**src/rtl/hash_pkg.sv**
```systemverilog
// hash_pkg: shared types for the hash-table operation sequencer.
//   op_t        : request opcode carried in the top two bits of a stream word
//   status_t    : response status carried in the top two bits of a response word
//   seq_state_t : sequencer FSM states
//   entry_t     : one table slot as stored in the entry RAM {used, key, value}
package hash_pkg;

  localparam int unsigned HASH_KEY_W   = 14;
  localparam int unsigned HASH_VALUE_W = 16;
  localparam int unsigned HASH_ADDR_W  = 8;
  localparam int unsigned HASH_STAT_W  = 16;

  typedef enum logic [1:0] {
    OP_NOP    = 2'b00,
    OP_READ   = 2'b01,
    OP_WRITE  = 2'b10,
    OP_DELETE = 2'b11
  } op_t;

  typedef enum logic [1:0] {
    ST_OK   = 2'b00,
    ST_MISS = 2'b01,
    ST_COLL = 2'b10,
    ST_NOP  = 2'b11
  } status_t;

  typedef enum logic [2:0] {
    S_IDLE   = 3'd0,
    S_ISSUE  = 3'd1,
    S_WAIT   = 3'd2,
    S_EVAL   = 3'd3,
    S_COMMIT = 3'd4,
    S_RESP   = 3'd5
  } seq_state_t;

  typedef struct packed {
    logic                    used;
    logic [HASH_KEY_W-1:0]   key;
    logic [HASH_VALUE_W-1:0] value;
  } entry_t;

  // Saturating increment for the statistics counters.
  function automatic logic [HASH_STAT_W-1:0] sat_inc(input logic [HASH_STAT_W-1:0] v);
    return (v == {HASH_STAT_W{1'b1}}) ? v : v + HASH_STAT_W'(1);
  endfunction

endpackage

```
**src/rtl/hash_index_fold.sv**
```systemverilog
// hash_index_fold: combinational XOR-fold of a key into a table index.
// The key is split into ADDR_WIDTH-bit chunks starting at the LSB; the last
// chunk is zero-padded, and all chunks are XORed together.
// Ports:
//   i_key   in  KEY_WIDTH   key to fold
//   o_index out ADDR_WIDTH  folded slot index
module hash_index_fold #(
  parameter int unsigned KEY_WIDTH  = 14,
  parameter int unsigned ADDR_WIDTH = 8
) (
  input  logic [KEY_WIDTH-1:0]  i_key,
  output logic [ADDR_WIDTH-1:0] o_index
);

  localparam int unsigned NCHUNK = (KEY_WIDTH + ADDR_WIDTH - 1) / ADDR_WIDTH;
  localparam int unsigned PAD_W  = NCHUNK * ADDR_WIDTH;

  logic [PAD_W-1:0] w_padded;

  always_comb begin
    w_padded = PAD_W'(i_key);
    o_index  = '0;
    for (int unsigned c = 0; c < NCHUNK; c++) begin
      o_index = o_index ^ w_padded[c*ADDR_WIDTH +: ADDR_WIDTH];
    end
  end

endmodule

```
**src/rtl/hash_op_sequencer.sv**
```systemverilog
// hash_op_sequencer: runs one hash-table operation at a time from the input
// stream against a single-port entry RAM and returns one response word per op.
// Optional build macro: HASH_SEQ_STATS_EN adds saturating hit/miss/collision
// counters (stat_hits, stat_misses, stat_collisions).
// KEY_WIDTH/VALUE_WIDTH must match the entry_t widths in hash_pkg.
// Response value field: READ hit -> stored value; WRITE (OK or COLLISION) ->
// request value; NOP -> request value; MISS and DELETE -> zero.
// Ports:
//   clk, reset            clock, synchronous active-high reset
//   data_in/valid_i/last_i/keep_i/ready_o   request stream {op, value, key}
//   read_data_o/valid_o/last_o/keep_o/ready_i response stream {status, value, key}
//   mem_addr/mem_rd_en/mem_rdata/mem_wr_en/mem_wdata  entry RAM port
//   stat_hits/stat_misses/stat_collisions   (HASH_SEQ_STATS_EN only)
module hash_op_sequencer
  import hash_pkg::*;
#(
  parameter int unsigned DATA_WIDTH  = 32,
  parameter int unsigned KEY_WIDTH   = HASH_KEY_W,
  parameter int unsigned VALUE_WIDTH = HASH_VALUE_W,
  parameter int unsigned ADDR_WIDTH  = HASH_ADDR_W,
  parameter int unsigned MEM_LATENCY = 1
) (
  input  logic                              clk,
  input  logic                              reset,
  input  logic [DATA_WIDTH-1:0]             data_in,
  input  logic                              valid_i,
  input  logic                              last_i,
  input  logic [7:0]                        keep_i,
  output logic                              ready_o,
  output logic                              valid_o,
  input  logic                              ready_i,
  output logic                              last_o,
  output logic [7:0]                        keep_o,
  output logic [DATA_WIDTH-1:0]             read_data_o,
  output logic [ADDR_WIDTH-1:0]             mem_addr,
  output logic                              mem_rd_en,
  input  logic [1+KEY_WIDTH+VALUE_WIDTH-1:0] mem_rdata,
  output logic                              mem_wr_en,
  output logic [1+KEY_WIDTH+VALUE_WIDTH-1:0] mem_wdata
`ifdef HASH_SEQ_STATS_EN
  ,
  output logic [HASH_STAT_W-1:0]            stat_hits,
  output logic [HASH_STAT_W-1:0]            stat_misses,
  output logic [HASH_STAT_W-1:0]            stat_collisions
`endif
);

  localparam int unsigned CNT_W = 3;

  seq_state_t              r_state;
  op_t                     r_op;
  logic [KEY_WIDTH-1:0]    r_key;
  logic [VALUE_WIDTH-1:0]  r_value;
  logic                    r_ready;
  logic                    r_valid;
  logic                    r_last;
  logic [7:0]              r_keep;
  logic [DATA_WIDTH-1:0]   r_rdata;
  logic [ADDR_WIDTH-1:0]   r_addr;
  logic                    r_rd_en;
  logic                    r_wr_en;
  entry_t                  r_wdata;
  entry_t                  r_entry;
  logic [CNT_W-1:0]        r_wait_cnt;

  op_t                     w_op;
  logic [KEY_WIDTH-1:0]    w_key;
  logic [VALUE_WIDTH-1:0]  w_value;
  logic [ADDR_WIDTH-1:0]   w_index;
  logic                    w_hit;

  assign w_op    = op_t'(data_in[DATA_WIDTH-1 -: 2]);
  assign w_key   = data_in[KEY_WIDTH-1:0];
  assign w_value = data_in[DATA_WIDTH-3:KEY_WIDTH];
  assign w_hit   = r_entry.used && (r_entry.key == r_key);

  hash_index_fold #(
    .KEY_WIDTH (KEY_WIDTH),
    .ADDR_WIDTH(ADDR_WIDTH)
  ) u_fold (
    .i_key  (w_key),
    .o_index(w_index)
  );

  // Sequencer FSM; every output is a register updated here.
  always_ff @(posedge clk) begin
    if (reset) begin
      r_state    <= S_IDLE;
      r_op       <= OP_NOP;
      r_key      <= '0;
      r_value    <= '0;
      r_ready    <= 1'b0;
      r_valid    <= 1'b0;
      r_last     <= 1'b0;
      r_keep     <= '0;
      r_rdata    <= '0;
      r_addr     <= '0;
      r_rd_en    <= 1'b0;
      r_wr_en    <= 1'b0;
      r_wdata    <= '0;
      r_entry    <= '0;
      r_wait_cnt <= '0;
    end else begin
      // Memory strobes are single-cycle pulses.
      r_rd_en <= 1'b0;
      r_wr_en <= 1'b0;
      case (r_state)
        S_IDLE: begin
          r_ready <= 1'b1;
          if (r_ready && valid_i) begin
            r_ready <= 1'b0;
            r_op    <= w_op;
            r_key   <= w_key;
            r_value <= w_value;
            r_last  <= last_i;
            r_keep  <= keep_i;
            if (w_op == OP_NOP) begin
              r_rdata <= {ST_NOP, w_value, w_key};
              r_valid <= 1'b1;
              r_state <= S_RESP;
            end else begin
              // Strobe rises with ISSUE; address stays put until the next op.
              r_addr  <= w_index;
              r_rd_en <= 1'b1;
              r_state <= S_ISSUE;
            end
          end
        end
        S_ISSUE: begin
          r_wait_cnt <= CNT_W'(MEM_LATENCY - 1);
          r_state    <= S_WAIT;
        end
        S_WAIT: begin
          // Capture the slot on the exact cycle it is valid.
          if (r_wait_cnt == '0) begin
            r_entry <= entry_t'(mem_rdata);
            r_state <= S_EVAL;
          end else begin
            r_wait_cnt <= r_wait_cnt - 1'b1;
          end
        end
        S_EVAL: begin
          r_valid <= 1'b1;
          r_state <= S_RESP;
          case (r_op)
            OP_READ: begin
              if (w_hit) r_rdata <= {ST_OK, r_entry.value, r_key};
              else       r_rdata <= {ST_MISS, {VALUE_WIDTH{1'b0}}, r_key};
            end
            OP_WRITE: begin
              if (w_hit || !r_entry.used) begin
                r_rdata <= {ST_OK, r_value, r_key};
                r_wdata <= entry_t'{used: 1'b1, key: r_key, value: r_value};
                r_wr_en <= 1'b1;
                r_valid <= 1'b0;
                r_state <= S_COMMIT;
              end else begin
                r_rdata <= {ST_COLL, r_value, r_key};
              end
            end
            OP_DELETE: begin
              if (w_hit) begin
                r_rdata <= {ST_OK, {VALUE_WIDTH{1'b0}}, r_key};
                r_wdata <= entry_t'{used: 1'b0, key: r_key, value: '0};
                r_wr_en <= 1'b1;
                r_valid <= 1'b0;
                r_state <= S_COMMIT;
              end else begin
                r_rdata <= {ST_MISS, {VALUE_WIDTH{1'b0}}, r_key};
              end
            end
            default: r_rdata <= {ST_NOP, r_value, r_key};
          endcase
        end
        S_COMMIT: begin
          r_valid <= 1'b1;
          r_state <= S_RESP;
        end
        S_RESP: begin
          if (ready_i) begin
            r_valid <= 1'b0;
            r_ready <= 1'b1;
            r_state <= S_IDLE;
          end
        end
        default: r_state <= S_IDLE;
      endcase
    end
  end

  assign ready_o     = r_ready;
  assign valid_o     = r_valid;
  assign last_o      = r_last;
  assign keep_o      = r_keep;
  assign read_data_o = r_rdata;
  assign mem_addr    = r_addr;
  assign mem_rd_en   = r_rd_en;
  assign mem_wr_en   = r_wr_en;
  assign mem_wdata   = r_wdata;

`ifdef HASH_SEQ_STATS_EN
  logic [HASH_STAT_W-1:0] r_stat_hits;
  logic [HASH_STAT_W-1:0] r_stat_misses;
  logic [HASH_STAT_W-1:0] r_stat_coll;

  // Outcome counters, sampled once per op in EVAL.
  always_ff @(posedge clk) begin
    if (reset) begin
      r_stat_hits   <= '0;
      r_stat_misses <= '0;
      r_stat_coll   <= '0;
    end else if (r_state == S_EVAL) begin
      if (w_hit) r_stat_hits <= sat_inc(r_stat_hits);
      if (!w_hit && (r_op == OP_READ || r_op == OP_DELETE))
        r_stat_misses <= sat_inc(r_stat_misses);
      if (r_op == OP_WRITE && r_entry.used && !w_hit)
        r_stat_coll <= sat_inc(r_stat_coll);
    end
  end

  assign stat_hits       = r_stat_hits;
  assign stat_misses     = r_stat_misses;
  assign stat_collisions = r_stat_coll;
`else
  // Statistics counters are not built.
`endif

endmodule

```
**config.mk**
```make
export PLATFORM = sky130hd
export DESIGN_NAME = hash_op_sequencer
export DESIGN_NICKNAME = d
export VERILOG_FILES = /design/src/rtl/hash_pkg.sv /design/src/rtl/hash_index_fold.sv /design/src/rtl/hash_op_sequencer.sv
export SDC_FILE = /design/constraint.sdc
export NUM_CORES = 1
export LEC_CHECK = 0
export ABC_CLOCK_PERIOD_IN_PS = 2300
export CORE_AREA = 3 3 118 120
export CTS_BUF_LIST = sky130_fd_sc_hd__clkbuf_4
export CTS_CLUSTER_DIAMETER = 50
export CTS_CLUSTER_SIZE = 25
export DETAILED_ROUTE_END_ITERATION = 7
export DIE_AREA = 0 0 121 123
export MAX_ROUTING_LAYER = met4
export PLACE_DENSITY = 0.81
export RECOVER_POWER = 50
export SLEW_MARGIN = 20
export SYNTH_ARGS = -nofsm -noshare
export SYNTH_HDL_FRONTEND = slang
export SYNTH_SLANG_ARGS = --single-unit
```
**constraint.sdc**
```tcl
create_clock -name clk -period 2.3 [get_ports clk]
set_input_delay 0.23 -clock clk [delete_from_list [all_inputs] [get_ports clk]]
set_output_delay 0.23 -clock clk [all_outputs]
set_load 0.01 [all_outputs]
```
# Word level (Yosys, flattened, before mapping)
# Index checks and enable logic that the tools add are counted.
# totals
reg_bits	153
input_bits	76
elab_cells	98
# op_classes
addsub	1
n_eq_ne	16
muxes	34
bitwise	5
n_reduce_logical	23
# op_table
op	count
31-bit 2-to-1 mux	4
32-bit 2-to-1 mux	3
32-bit one-hot mux with 3 select lines	1
32-bit one-hot mux with 2 select lines	1
31-bit one-hot mux with 2 select lines	1
3-bit one-hot mux with 6 select lines	1
3-bit 2-to-1 mux	5
14-bit equality test	1
2-bit inequality test (second input constant)	7
1-bit 2-to-1 mux	12
3-bit AND reduction	3
1-bit one-hot mux with 2 select lines	4
2-bit AND reduction	4
4-bit AND reduction	2
2-bit nonzero test	4
8-bit by 6-bit XOR with 8-bit output	1
3-bit by 2-bit equality test with 1-bit output (second input constant)	2
3-bit equality test (second input constant)	2
3-bit logical NOT	2
3-bit one-hot mux with 2 select lines	1
2-bit equality test (second input constant)	2
1-bit inverter	4
1-bit one-hot mux with 4 select lines	1
4-bit nonzero test	1
other kinds (9)	10

# Longest topological paths before layout
# Gate-level depths: netlist (run 1).
# depth
ltp_word	6
ltp_mapped	8
depth_no_buf	7

# Hierarchy
# A second synthesis (run 1) with hierarchy kept.
# unflattened
hier_cells	807
hier_area_um2	6626.4
# modules_own_cells
mod	n_inst	cells_per_inst	area_each_um2	seq_area_each_um2
hash_op_sequencer	1	799	6558.8	3062.9
hash_index_fold	1	8	67.6	0.0

# Worst setup path after synthesis (run 1)
# Ideal clock, no wire load.
# synth_timing
kind	register to register
start	register r_ready (netlist: ready_o)
end	register r_rdata[10] (netlist: read_data_o[10])
setup_time_ns	0.089
arrival_ns	1.643
required_time_ns	2.211
slack_ns	0.569
path_stages_with_launch	8
period_less_slack_ns	1.731
path_cell_list	dfxtp_1 -> nand3b_4 -> or4b_1 -> buf_2 -> nand2_4 -> buf_8 -> nor2_1 -> a311oi_2
# synth_via
elab_chain_len	3
# synth_lines
element	line_no	source
start: declaration	hash_op_sequencer.sv:54	logic r_ready;
start signal: assignment	hash_op_sequencer.sv:92	r_ready <= 1'b0;
start signal: assignment	hash_op_sequencer.sv:109	r_ready <= 1'b1;
start signal: assignment	hash_op_sequencer.sv:111	r_ready <= 1'b0;
1-bit logical AND	hash_op_sequencer.sv:110	if (r_ready && valid_i) begin
2-bit inequality test (no source line)	--	
3-bit AND reduction (no source line)	--	
end signal: assignment	hash_op_sequencer.sv:118	r_rdata <= {ST_NOP, w_value, w_key};
end signal: assignment	hash_op_sequencer.sv:147	if (w_hit) r_rdata <= {ST_OK, r_entry.value, r_key};
end signal: assignment	hash_op_sequencer.sv:148	else r_rdata <= {ST_MISS, {VALUE_WIDTH{1'b0}}, r_key};
end: declaration	hash_op_sequencer.sv:58	logic [DATA_WIDTH-1:0] r_rdata;
# Every way passes these cells.
# A chain may end at the register's enable or synchronous reset.

# Final worst setup path (run 1)
# layout_timing
start	register r_state[0]
end	register r_rdata[6] (netlist: read_data_o[6])
# layout_via
elab_chain_len	3
elab_cells_between_ends	7
cone_classes	3 x eq/ne; 1 x mux; 3 x reduce/logical
# layout_lines
element	line_no	source
start: declaration	hash_op_sequencer.sv:50	seq_state_t r_state;
start signal: assignment	hash_op_sequencer.sv:88	r_state <= S_IDLE;
start signal: assignment	hash_op_sequencer.sv:120	r_state <= S_RESP;
start signal: assignment	hash_op_sequencer.sv:125	r_state <= S_ISSUE;
3-bit by 2-bit equality test with 1-bit output / 3-bit logical NOT (equally long branches)	hash_op_sequencer.sv:107	case (r_state)
2-bit nonzero test (no source line) / 2-bit inequality test (equally long branches)	--	
3-bit AND reduction (no source line)	--	
# Parallel ways exist; a longest one is shown, timed or not.

==> results of run 1 <==
[power by group through the flow]
stage	sequential, uW	combinational [uW]	clock (uW)
after floorplan	3460	1440	0
after global placement	3520	2260	0
after detailed placement	3530	2310	0
after CTS	3470	2320	1770
after global routing	3520	2460	1890
final	3470	2240	1730
[cell type report]
class	count	area, sq um	area share (%)
inverter	6	22.5	0.263
clock inverter	12	158	1.84
multi-input combinational	572	3200	37.3
antenna	1	2.50	0.0292
clock buffer	18	135	1.58
sequential	153	3060	35.8
tap	176	220	2.57
timing repair buffer	180	1770	20.6
[logic make-up (layout without fill, tap and decap cells)]
family / after synthesis / in the layout / share of synthesized area (%)
muxes: 34 / 34 / 5.19
other: 0 / 1 / 0
AOI/OAI and AO/OA: 178 / 178 / 16.6
xor gates and xnor gates: 21 / 21 / 2.79
buffers and inverters: 67 / 216 / 4.81
adders and majority gates: 2 / 2 / 0.380
and+or+nand+nor: 337 / 337 / 23.7
DFF: 153 / 153 / 46.5
[path summary, 6_finish.rpt]
check	from	to	slack, ps	cells after the start
worst max register to register	r_state[0]	read_data_o[6]	180	5
worst min register to register	last_o	last_o	460	2
worst min-delay path	reset	r_value[7]	150	2
worst max-delay path	r_state[0]	read_data_o[6]	180	5
[layer usage]
layer	vias to the layer above	GRT usage, %	wire length, microns
li1	2938	-	-
met1	2708	34.2	8130
met2	216	35.3	7720
met3	32	4.62	1170
met4	0	9.28	422
met5	-	-	0
[state kept, by name, summed over array words and instances (netlist names)]
signal	count
read_data_o	32
mem_wdata	31
r_entry	31
r_value	16
r_key	14
keep_o	8
mem_addr	8
r_state	3
r_wait_cnt	3
r_op	2
last_o	1
mem_rd_en	1
mem_wr_en	1
ready_o	1
valid_o	1
[cell usage in the layout, fill, tap and decap left out, types with 5 or more instances in the layout]
master / count
o21ai_0: 21
clkdlybuf4s50_1: 75
clkbuf_4: 19
dfxtp_1: 153
nand2_1: 193
a21oi_1: 125
mux2i_1: 33
buf_4: 17
a311oi_2: 14
nand3_1: 17
xnor2_1: 21
clkinv_1: 5
nor2_1: 51
a211oi_1: 7
inv_1: 5
nand2b_1: 47
dlygate4sd3_1: 83
[worst max-delay path: cells and delay by family (launching register included)]
kind	cells	cell delay [ps]
AOI/OAI and AO/OA	1	250
and+or+nand+nor	4	1390
DFF	1	390
[through the flow]
step                      instances  hold WS, ps  power [uW]
after floorplan                 792          366        4890
after global routing           1117          118        7870
after CTS                      1117         92.4        7570
final                          1118          147        7440
after global placement         1087          441        5780
after detailed placement       1087          446        5840
==> results.cfg, run 1 <==
[synthesis]
yosys-top-cells-area = dfxtp_1 (47%), nand2_1 (11%), a21oi_1 (9.5%), mux2i_1 (5.0%), nand2b_1 (4.5%)
synth_edf_count = 0
synth_area_sq_um = 6580
ys_top_cells_by_count = nand2_1 (193), dfxtp_1 (153), a21oi_1 (125)
synth.distinct_cells = 45
synth_seq_cells = 153
synth_warnings = 0
seq_area_frac_synth_pct = 46.5
ys.flop_type = dfxtp_1
synth_fp_nets = 870
syn_inst = 792
synth_top_area_share_pct = 46.5
yosysTopAreaCell = dfxtp_1
synth.most_common_cell = nand2_1
ys_async_sr_fraction_pct = 0
syn_avg_cell_area_sq_um = 8.31

[min_path]
holdCritPathClass = in -> reg

[clock_network]
ctsHoldBuffers = 0
root_buffer = clkbuf_4
cts_tree = built
cts_setup_buffers = 0
cts_buffers = 17
clock_sinks = 153
cts_resized = 0
clkTransAtPathRegs_ps = 120
htreeDepth = 4
clk_latency_ps = 550
cts_buffer_depth = 2

[status]
status = complete, no violations

[sta]
fin_crit_ps = 2120
finalCritPeriodShare_pct = 92.0
hold_viol_final = 0
slew-limit-headroom_pct = 64.1
fmax_ghz = 0.473
tightestPinTransition_ps = 535
skew_ps = 15.2
maxSlewViolCount = 0
fin_setup_tns_ps = 0
setup_violations = 0
grt_setup_unrepaired = no
layout_setup_ws_ps = 185

[detailed_routing]
via_per_inst = 5.27
dr.pass1.iters = 5
via_count = 5894
drc = 0
wl_per_cell_microns = 15.6
drt_iter0_markers = 521
ant_nets = 0
wirelength_microns = 17400

[final_layout]
finish.utilization_pct = 65.4
drive_above_1_share_pct = 7.55
n_fill_cell = 1125
fin_nets = 1008
design_area_sq_um = 8560
syn2layout_area_growth_pct = 30.1

[place]
placed_cell_area_sq_um = 8290
io_buffers = 159
place_congestion = 0.926
hpwl_microns = 12500
place_ws_ps = 24.6

[die]
dieWidth_microns = 121
dieHeight_microns = 123
start_util_pct = 50.3
core_area_sq_um = 13100
rows = 42
io_pins = 160
die-area_sq_um = 14900

[pwr]
power_density_nw_per_um2 = 868
seqPwrFrac_pct = 46.6
switching_share_pct = 33.9
ir_worst_vdd_uv = 446
intPower_uw = 4910
p_comb_share_pct = 30.1
p_leak_uw = 0.00336
switchingPower_uw = 2520
pwr-share-clk_pct = 23.3

[grt]
grt_usage_pct = 24.5
grt_max_degree = 100
grt_pass1_wl_microns = 28100
grt_overflow = 0
antenna_found_initial = 0
grt_pass1_vias = 5416

[critical_path]
worst_path_largest_cell_delay_ps = 650
cp_cell_sequence = nand3b_1, or4b_1, nand2_4, nor2_1, a311oi_2
cp.arrival_ps = 2580
worstPathRequired_ps = 2760
critPathLaunchType = flip-flop
cp_slowest_cell = or4b_1
crit_fanout = 31
path_class = reg -> reg
end_kind = flip-flop

[run]
drv_cap = 0
(Power assumes the default switching activity.)
==> inputs of run 2 (changes only) <==
CORE_AREA = 3 3 165 87   (was 3 3 118 120)
DIE_AREA = 0 0 168 90   (was 0 0 121 123)
REMOVE_ABC_BUFFERS = 1   (was not set)
==> run 2 against run 1 <==
Clock-buffer cell count unchanged. Critical path depth is 1 higher. Worst setup slack worse by 32 ps. Sequential power down 3%. Combinational power up 5%. Global-route usage decreased by 0.40 points. Design area up 1.1%. Clock power rose by 15%. Register-to-register slack worse by 30 ps. Die area up 1.6%. Sequential share of layout area fell by 0.37 points. Critical path type unchanged. Largest power group unchanged.
==> results.cfg, run 2 (synthesized netlist as in run 1, its figures left out) <==
[pwr]
p_total_uw = 7710
power_density_nw_per_um2 = 891
ir_worst_vdd_uv = 437
p_leak_uw = 0.00343

[detailed_routing]
via_per_inst = 5.34
wl_per_cell_microns = 16.0
via_count = 5963
dr.pass1.iters = 5
drt_iter0_markers = 393
ant_nets = 0
drc = 0
wirelength_microns = 17800

[die]
io_pins = 160
dieWidth_microns = 168
rows = 29
core_area_sq_um = 12700
dieHeight_microns = 90
start_util_pct = 51.7
die-area_sq_um = 15100

[grt]
grt_max_degree = 123
antenna_found_initial = 0
grt_pass1_wl_microns = 29300
grt_overflow = 0
grt_usage_pct = 24.1
grt_pass1_vias = 5882

[critical_path]
cp.arrival_ps = 2550
rr_worst_depth = 6
crit_family = buffers and inverters
cp_cell_sequence = buf_4, or3_2, nor2_4, dlymetal6s2s_1, mux2i_1, nor2_1
crit_fanout = 16
critPathBufInv = 2
reg2reg_from = r_state[2]
worstPathRequired_ps = 2710
path_class = reg -> reg
critPathLaunchType = flip-flop
worst_path_largest_cell_delay_ps = 550
path_depth = 6
cp_slowest_cell = dlymetal6s2s_1
end_kind = flip-flop
crit_start = r_state[2]

[sta]
hold_viol_final = 0
slew-limit-headroom_pct = 29.4
fin_setup_tns_ps = 0
fin_crit_ps = 2150
fmax_ghz = 0.466
finalCritPeriodShare_pct = 93.4
grt_setup_unrepaired = no
tightestPinTransition_ps = 1060
maxSlewViolCount = 0
skew_ps = 21.4
setup_violations = 0

[min_path]
hold_depth = 3
holdCritPathClass = in -> reg
hold_start = mem_rdata[8]

[clock_network]
cts_setup_buffers = 0
root_buffer = clkbuf_4
cts_resized = 0
cts_tree = built
htreeDepth = 4
cts_buffers = 17
clkTransAtPathRegs_ps = 140
clk_latency_ps = 520
ctsHoldBuffers = 0
clock_sinks = 153
cts_buffer_depth = 2

[place]
hpwl_microns = 11900
io_buffers = 159
place_congestion = 0.824

[run]
drv_cap = 0

[final_layout]
final_cell_mix = nand2_1 (193), dfxtp_1 (153), a21oi_1 (124)
insertedDiodeCount = 0
final_common_cell = nand2_1
fin_nets = 1012
syn2layout_area_growth_pct = 31.4
drive_above_1_share_pct = 8.55
largest_reg_flops = 32

[status]
status = complete, no violations
run 2: cell types whose count changed in the layout (fill, tap and decap cells not counted), sizes merged:
cell	delta
dlymetal6s2s	+1
buf	+4
clkbuf	-1
inv	+3
diode	-1
clkinvlp	-1
bufinv	+1
clkdlybuf4s50	+1
clkinv	-1
dlygate4sd3	-1
run 2: path summary, 6_finish.rpt:
| kind | endpoint | slack (ps) |
|---|---|---|
| setup reg to reg | mem_addr[7] | 150 |
| hold reg to reg | keep_o[0] | 460 |
| setup / recovery | mem_addr[7] | 150 |
| hold / removal | r_entry[8] | 240 |
run 2: per-layer routing:
layer,vias to the layer above,wire length [microns],track usage (%)
li1,2947,-,-
met1,2789,7760,30.2
met2,200,8770,40.1
met3,27,1020,3.59
met4,0,267,8.10
met5,-,0,-
run 2: stage by stage:
step | utilization, % | setup slack (ps) | cell area, sq um | cells | hold WS (ps)
2_1_floorplan | - | -1290 | 6290 | 731 | 298
3_3_place_gp | 65.3 | 116 | 8320 | 1085 | 441
3_5_place_dp | 65.3 | 23.2 | 8320 | 1085 | 448
4_1_cts | 68.1 | 202 | 8670 | 1117 | 198
5_1_grt | 67.9 | 37.8 | 8650 | 1117 | 191
6_report | 67.9 | 153 | 8650 | 1117 | 236
run 2: worst register-to-register path: stages, from the launching register on:
cell,delay (ps)
dfxtp_1,330
buf_4,190
or3_2,540
nor2_4,110
dlymetal6s2s_1,550
mux2i_1,280
nor2_1,60
run 2: area by class of cell:
class	instances	area (sq um)
Timing Repair Buffer	184	1790
Clock buffer	18	135
Fill cell	1051	4080
Sequential cell	153	3060
Inverter	6	22.5
Tap cell	170	213
Multi-Input combinational cell	572	3210
Clock inverter	14	219
run 2: power breakdown:
group	switching (uW)	total, uW	internal, uW
logic	1340	2350	1010
registers	294	3370	3080
clock network	995	1990	997
total	2630	7710	5080
==> inputs of run 3 (changes only) <==
MAX_ROUTING_LAYER = not set   (was met4)
==> run 3 against run 2 <==
Clock power about the same. Largest power group unchanged. Register-to-register slack about the same. Non-clock buffer count is the same. Worst setup slack better by 2.4 ps. Die area stayed put.
==> results.cfg, run 3 (synthesized netlist as in run 1, its figures left out) <==
[place]
io_buffers = 159
place_congestion = 0.812
place_ws_ps = 23.2
hpwl_microns = 11900

[critical_path]
path_class = reg -> reg
end_kind = flip-flop
critPathLaunchType = flip-flop
crit_fanout = 16
worstPathRequired_ps = 2700
cp.arrival_ps = 2540

[final_layout]
final_common_cell = nand2_1
final_cell_mix = nand2_1 (193), dfxtp_1 (153), a21oi_1 (124)
drive_above_1_share_pct = 8.45
syn2layout_area_growth_pct = 31.4
largest_reg_flops = 32
insertedDiodeCount = 0
finish.utilization_pct = 67.9
n_fill_cell = 1052
fin_nets = 1012

[die]
io_pins = 160
rows = 29
dieWidth_microns = 168
die-area_sq_um = 15100
start_util_pct = 51.7
core_area_sq_um = 12700
dieHeight_microns = 90

[clock_network]
cts_buffers = 17
root_buffer = clkbuf_4
cts_buffer_depth = 2
cts_setup_buffers = 0
cts_tree = built
ctsHoldBuffers = 0
cts_resized = 0
clk_latency_ps = 520
clock_sinks = 153
htreeDepth = 4
clkTransAtPathRegs_ps = 130

[sta]
hold_viol_final = 0
slew-limit-headroom_pct = 30.5
finalCritPeriodShare_pct = 93.2
tightestPinTransition_ps = 1040
maxSlewViolCount = 0
grt_setup_unrepaired = no
skew_ps = 23.8
fin_crit_ps = 2140
setup_violations = 0
layout_setup_ws_ps = 155
fmax_ghz = 0.466

[grt]
grt_usage_pct = 23.4
grt_pass1_vias = 5891
grt_pass1_wl_microns = 29200
antenna_found_initial = 0
grt_overflow = 0
grt_max_degree = 123

[detailed_routing]
drt_iter0_markers = 401
via_count = 5959
via_per_inst = 5.33
wl_per_cell_microns = 15.9
route.met2.wl_microns = 8740
wl_met1_microns = 7720
dr.pass1.iters = 5
ant_nets = 0
top_layer_used = met4
drc = 0
wl_met3_microns = 1020
wirelength_microns = 17700

[pwr]
p_leak_uw = 0.00343
ir_worst_vdd_uv = 436
power_density_nw_per_um2 = 890

[status]
status = complete, no violations

[min_path]
holdCritPathClass = in -> reg

[run]
drv_cap = 0
==> run 3: cell counts in the layout (fill, tap and decap cells not counted) <==
Identical to the previous run, type by type.
==> run 3: layer usage <==
layer | track usage [%] | vias to the layer above
li1 | - | 2942
met4 | 8.10 | 0
met2 | 40.2 | 197
met3 | 3.68 | 27
met5 | 0 | -
met1 | 30.0 | 2793
==> run 3: power breakdown <==
part	total (uW)	switching [uW]	internal, uW
logic	2340	1340	1000
clock network	1990	990	997
registers	3370	293	3080
==> run 3: path summary, 6_finish.rpt <==
path / start / endpoint / slack (ps) / cells after the start
setup reg to reg: r_state[2] / mem_addr[7] / 160 / 6
hold reg to reg: keep_o[0] / keep_o[0] / 460 / 2
setup / recovery: r_state[2] / mem_addr[7] / 160 / 6
hold / removal: mem_rdata[8] / r_entry[8] / 250 / 3
==> run 3: cell type report <==
class                   instances  area, sq um  share of cell area [%]
well taps                     170          213                    2.46
flip-flops and latches        153         3060                    35.4
multi-input cells             572         3210                    37.1
clock buffers                  18          135                    1.56
clock inverters                14          219                    2.53
repair buffers                184         1790                    20.7
inverters                       6         22.5                   0.260
==> run 3: critical path: stages, from the launching register on <==
cell	delay (ps)
dfxtp_1	330
buf_4	190
or3_2	530
nor2_4	110
dlymetal6s2s_1	550
mux2i_1	270
nor2_1	60
==> run 3: per-stage QoR <==
step           instances  total power [uW]  setup TNS, ps  hold WS [ps]  cell area (sq um)
2_1_floorplan        731              4760         -81930           298               6290
3_3_place_gp        1085              5790              0           441               8320
3_5_place_dp        1085              5870              0           448               8320
4_1_cts             1117              7820              0           198               8670
5_1_grt             1117              8130              0           191               8650
6_report            1117              7700              0           246               8650
